$ cat src/rtl/traffic_light_monitor.sv
// Passive protocol checker for a highway/farm traffic-light controller.
// Flags encoding, right-of-way, colour-sequence, yellow-timing and farm-starvation violations.

module traffic_light_monitor_road #(
    parameter int MIN_YELLOW = 3
) (
    input  logic       clk,
    input  logic       rst,
    input  logic [2:0] cur,
    input  logic [2:0] prev,
    input  logic       prev_valid,
    output logic       legal,
    output logic       seq_v,
    output logic       tim_v
);
    localparam logic [2:0] RED = 3'b100;
    localparam logic [2:0] YEL = 3'b010;
    localparam logic [2:0] GRN = 3'b001;
    localparam int YW = $clog2(MIN_YELLOW + 1);
    localparam logic [YW-1:0] YSAT = YW'(MIN_YELLOW);

    logic [YW-1:0] ycnt;
    logic          prev_legal;
    logic          checked;

    always_comb begin
        legal      = (cur == RED) || (cur == YEL) || (cur == GRN);
        prev_legal = (prev == RED) || (prev == YEL) || (prev == GRN);
        checked    = prev_valid && legal && prev_legal;
        seq_v      = checked && (((prev == GRN) && (cur == RED)) ||
                                 ((prev == RED) && (cur == YEL)) ||
                                 ((prev == YEL) && (cur == GRN)));
        tim_v      = checked && (prev == YEL) && (cur == RED) && (ycnt < YSAT);
    end

    // Length of the current yellow run, saturated once it is long enough
    always_ff @(posedge clk) begin
        if (rst) begin
            ycnt <= '0;
        end else if (cur == YEL) begin
            if (ycnt != YSAT) ycnt <= ycnt + 1'b1;
        end else begin
            ycnt <= '0;
        end
    end
endmodule

module traffic_light_monitor #(
    parameter int MIN_YELLOW = 3,
    parameter int MAX_WAIT   = 64,
    parameter int CNT_W      = 8
) (
    input  logic             clk,
    input  logic             rst,
    input  logic [2:0]       light_highway,
    input  logic [2:0]       light_farm,
    input  logic             C,
    input  logic             clr_err,
    output logic             err_encoding,
    output logic             err_conflict,
    output logic             err_sequence,
    output logic             err_timing,
    output logic             err_starve,
    output logic             viol_pulse,
    output logic [CNT_W-1:0] viol_count
);
    localparam int NUM_ROADS = 2;
    localparam logic [2:0] RED = 3'b100;
    localparam logic [2:0] GRN = 3'b001;
    localparam int WW = $clog2(MAX_WAIT + 1);
    localparam logic [WW-1:0] WMAX = WW'(MAX_WAIT);

    logic [NUM_ROADS-1:0][2:0] cur;
    logic [NUM_ROADS-1:0][2:0] prev;
    logic [NUM_ROADS-1:0]      legal;
    logic [NUM_ROADS-1:0]      seq_v;
    logic [NUM_ROADS-1:0]      tim_v;
    logic                      prev_valid;
    logic                      pending;
    logic [WW-1:0]             wait_cnt;
    logic                      enc_v;
    logic                      conf_v;
    logic                      starve_v;
    logic                      any_v;
    logic [4:0]                new_v;
    logic [4:0]                err;

    // Road 0 is the highway, road 1 the farm road
    assign cur = {light_farm, light_highway};

    for (genvar r = 0; r < NUM_ROADS; r++) begin : g_road
        traffic_light_monitor_road #(.MIN_YELLOW(MIN_YELLOW)) u_road (
            .clk        (clk),
            .rst        (rst),
            .cur        (cur[r]),
            .prev       (prev[r]),
            .prev_valid (prev_valid),
            .legal      (legal[r]),
            .seq_v      (seq_v[r]),
            .tim_v      (tim_v[r])
        );
    end

    always_comb begin
        enc_v    = ~&legal;
        conf_v   = (&legal) && (cur[0] != RED) && (cur[1] != RED);
        starve_v = pending && (light_farm != GRN) && (wait_cnt == WMAX);
        new_v    = {enc_v, conf_v, |seq_v, |tim_v, starve_v};
        any_v    = |new_v;
    end

    always_ff @(posedge clk) begin
        if (rst) begin
            prev_valid <= 1'b0;
            prev       <= '0;
        end else begin
            prev_valid <= 1'b1;
            prev       <= cur;
        end
    end

    // One outstanding farm request; further C pulses cannot push the deadline out
    always_ff @(posedge clk) begin
        if (rst) begin
            pending  <= 1'b0;
            wait_cnt <= '0;
        end else if (pending) begin
            if (light_farm == GRN || wait_cnt == WMAX) pending <= 1'b0;
            else                                       wait_cnt <= wait_cnt + 1'b1;
        end else if (C && light_farm == RED) begin
            pending  <= 1'b1;
            wait_cnt <= WW'(1);
        end
    end

    // A violation in the clearing cycle survives the clear
    always_ff @(posedge clk) begin
        if (rst) begin
            err        <= '0;
            viol_pulse <= 1'b0;
            viol_count <= '0;
        end else begin
            viol_pulse <= any_v;
            if (clr_err) begin
                err        <= new_v;
                viol_count <= any_v ? CNT_W'(1) : '0;
            end else begin
                err <= err | new_v;
                if (any_v && viol_count != '1) viol_count <= viol_count + 1'b1;
            end
        end
    end

    assign {err_encoding, err_conflict, err_sequence, err_timing, err_starve} = err;
endmodule

$ cat config.mk
export PLATFORM = sky130hd
export DESIGN_NAME = traffic_light_monitor
export DESIGN_NICKNAME = d
export VERILOG_FILES = /design/src/rtl/traffic_light_monitor.sv
export SDC_FILE = /design/constraint.sdc
export NUM_CORES = 1
export LEC_CHECK = 0
export CAP_MARGIN = 20
export CORE_MARGIN = 5
export CORE_UTILIZATION = 49
export CTS_BUF_LIST = sky130_fd_sc_hd__clkbuf_8
export DETAILED_ROUTE_END_ITERATION = 10
export PLACE_DENSITY = 0.7
export REMOVE_ABC_BUFFERS = 1
export SLEW_MARGIN = 20
export SYNTH_ARGS = -nofsm -noshare
export SYNTH_HDL_FRONTEND = slang
export SYNTH_SLANG_ARGS = --single-unit
$ cat constraint.sdc
create_clock -name clk -period 2.7 [get_ports clk]
set_input_delay 0.54 -clock clk [delete_from_list [all_inputs] [get_ports clk]]
set_output_delay 0.54 -clock clk [all_outputs]
set_load 0.02 [all_outputs]
==> flow_summary.yaml <==
placed_design:
  portBuffers: 23
  dp_slack_ns: -0.188
  place.gp.congestion: 0.891
  hpwlAfterDp_mm: 2.74
status:
  status: "complete, no violations"
power:
  seq_power_share_pct: 46.3
  peakVddDrop_mv: 0.475
  p_int_mw: 0.857
  switching_share_pct: 22.5
  p_comb_share_pct: 10.7
  clockPowerShare_pct: 43.0
  p_total_mw: 1.11
  powerDensity_mw_per_mm2: 522
  p_sw_mw: 0.249
  cellLeakagePower_nw: 0.818
global_route:
  track_usage_pct: 17.8
  grt_pass1_wl_mm: 6.18
  grt_max_degree: 13
  grt_pass1_vias: 1457
  antenna_found_initial: 0
  grt.overflow.total: 0
floorplan:
  start_util_pct: 52.2
  rows: 20
  die_w_um: 67.5
  die_h_um: 67.5
  coreArea_mm2: 0.00310
  dieArea_mm2: 0.00455
  pin_count: 24
synthesis:
  async_flop_share_pct: 0
  synth_most_common_cell: "dfxtp_1"
  synth_area_leaders: "dfxtp_1 41%, nor2_1 6.7%, nand2_1 4.4%, ha_1 3.9%, xor2_1 3.2%"
  synth_top_cell_by_area: "dfxtp_1"
  synth.ff_latch_count: 33
  ys_seq_area_share_pct: 40.8
  syn_area_mm2: 0.00162
  yosysUniqueCellTypes: 46
  synthTopCellsByCount: "33 x dfxtp_1, 29 x nor2_1, 19 x nand2_1"
  synth_edf_count: 0
  synth_top_area_share_pct: 40.8
  synth-warning-count: 0
  syn_inst: 185
  syn_area_per_cell_um2: 8.75
  ys.flop_type: "dfxtp_1"
clock_network:
  clock_sinks: 33
  clkTransAtPathRegs_ns: 0.07
  ctsRootBufferMaster: "clkbuf_8"
  clockBufferDepth: 2
  htree_num_levels: 2
  insertion_delay_ns: 0.29
  cts_tree: "done"
  cts_hold_buf: 0
  cts-resized-gates: 0
  cts_setup_buffers: 0
  cts_buffers: 5
cells_and_area:
  diodes: 0
  drive_gt1_share_pct: 14.0
  fillers: 274
  layout.nets: 242
  area_growth_pct: 31.0
timing:
  finalHoldViolCount: 0
  timing.slew.headroom_pct: 71.8
  max_freq_mhz: 389
  rsz0062_at_grt: "no"
  whs_ns: 0.462
  period_needed_ns: 2.57
  finalCritPeriodShare_pct: 95.1
  worst_slack_ns: 0.132
  setup_viol_count_final: 0
  worstMarginPinSlew_ns: 0.417
  fin_tns_setup_ns: 0
  slew_violations: 0
  clock_skew_ns: 0.00591
drt:
  final_antenna_net_count: 0
  drt_wl_total_mm: 3.58
  wire_per_inst_um: 13.2
  vias: 1456
  drc: 0
  drt_pass1_iterations: 4
  drt_iter0_drc: 85
  drt-vias-per-instance: 5.35
critical_path:
  required_ns: 2.93
  cp-start-kind: "input pin"
  endpoint_kind: "flop"
  worstPathArrival_ns: 2.80
  critical_path_class: "input pin to flop"
  path_max_fanout: 10
run:
  cap_violations: 0
hold_path:
  hp-class: "flop to flop"
-- layer usage --
| metal | vias up | GRT usage [%] | routed length (um) |
|---|---|---|---|
| li1 | 746 | - | - |
| met1 | 672 | 20.9 | 1580 |
| met2 | 30 | 29.6 | 1770 |
| met3 | 8 | 4.66 | 183 |
| met4 | 0 | 9.11 | 53 |
| met5 | - | 0 | 0 |
-- per-stage QoR --
| step | instances | utilization, % | cell area [um2] |
|---|---|---|---|
| final | 272 | 68.3 | 2120 |
| after global routing | 272 | 68.3 | 2120 |
| after CTS | 272 | 68.1 | 2110 |
| after detailed placement | 264 | 64.4 | 2000 |
| after global placement | 264 | 64.4 | 2000 |
| after floorplan | 180 | - | 1580 |
-- flip-flops by register name (all words and copies together) (netlist names) --
register / cells
err: 5
g_road.u_road.ycnt: 4
wait_cnt: 7
pending: 1
prev_valid: 1
viol_pulse: 1
viol_count: 8
prev: 6
-- logic make-up (layout without fill, tap and decap cells) --
group | after synthesis | after routing | synth area share, %
AND/OR/NAND/NOR | 89 | 89 | 30.3
AO/OA/AOI/OAI | 38 | 38 | 16.8
flip-flops | 33 | 33 | 40.8
buffers and inverters | 12 | 55 | 3.79
XOR/XNOR | 6 | 6 | 3.25
adder cells (fa/ha/maj) | 5 | 5 | 3.86
multiplexers | 2 | 2 | 1.24
-- area by class of cell --
class,count,area [um2],share of cell area (%)
Timing Repair Buffer,40,360,17.0
Clock inverter,2,33.8,1.59
Sequential cell,33,661,31.2
Clock buffer,6,82.6,3.89
Tap cell,44,55.1,2.60
Inverter,7,26.3,1.24
Multi-Input combinational cell,140,902,42.5
-- power groups by stage --
stage | combinational (mW) | sequential [mW] | clock, mW
global route | 0.130 | 0.514 | 0.509
floorplan | 0.0488 | 0.528 | 0
detailed placement | 0.117 | 0.524 | 0
finish | 0.118 | 0.513 | 0.476
global placement | 0.115 | 0.523 | 0
CTS | 0.118 | 0.512 | 0.484
-- cells in the final DEF (no fill, tap or decap), drive strengths merged, types with 2 or more instances in the layout --
master / n
dfxtp: 33
nor2: 29
clkdlybuf4s50: 22
nand2: 19
buf: 17
o21ai: 9
inv: 8
nor2b: 7
a21oi: 6
xor2: 6
clkbuf: 6
nor4bb: 5
nand3: 5
ha: 5
nor3b: 4
nor3: 4
nor4b: 3
or3: 3
o211ai: 3
o2111ai: 3
o31ai: 2
o21ba: 2
nand4: 2
and2: 2
a211oi: 2
mux2i: 2
-- path summary, 6_finish.rpt --
kind	startpoint	end	slack, ns	depth (start not counted)
worst max register to register	wait_cnt[0]	wait_cnt[6]	0.49	8
worst max-delay path	light_farm[2]	viol_count[5]	0.13	8
worst min register to register	err[4]	err[4]	0.46	2
worst min-delay path	err[4]	err[4]	0.46	2
-- critical path: stages --
cell	delay (ns)
clkdlybuf4s50_1	0.56
or3b_1	0.43
nand4_1	0.12
or4b_4	0.48
nor3_4	0.18
buf_4	0.20
nand2b_1	0.12
o221a_1	0.18
No activity file was read; power rests on OpenSTA's default activity.
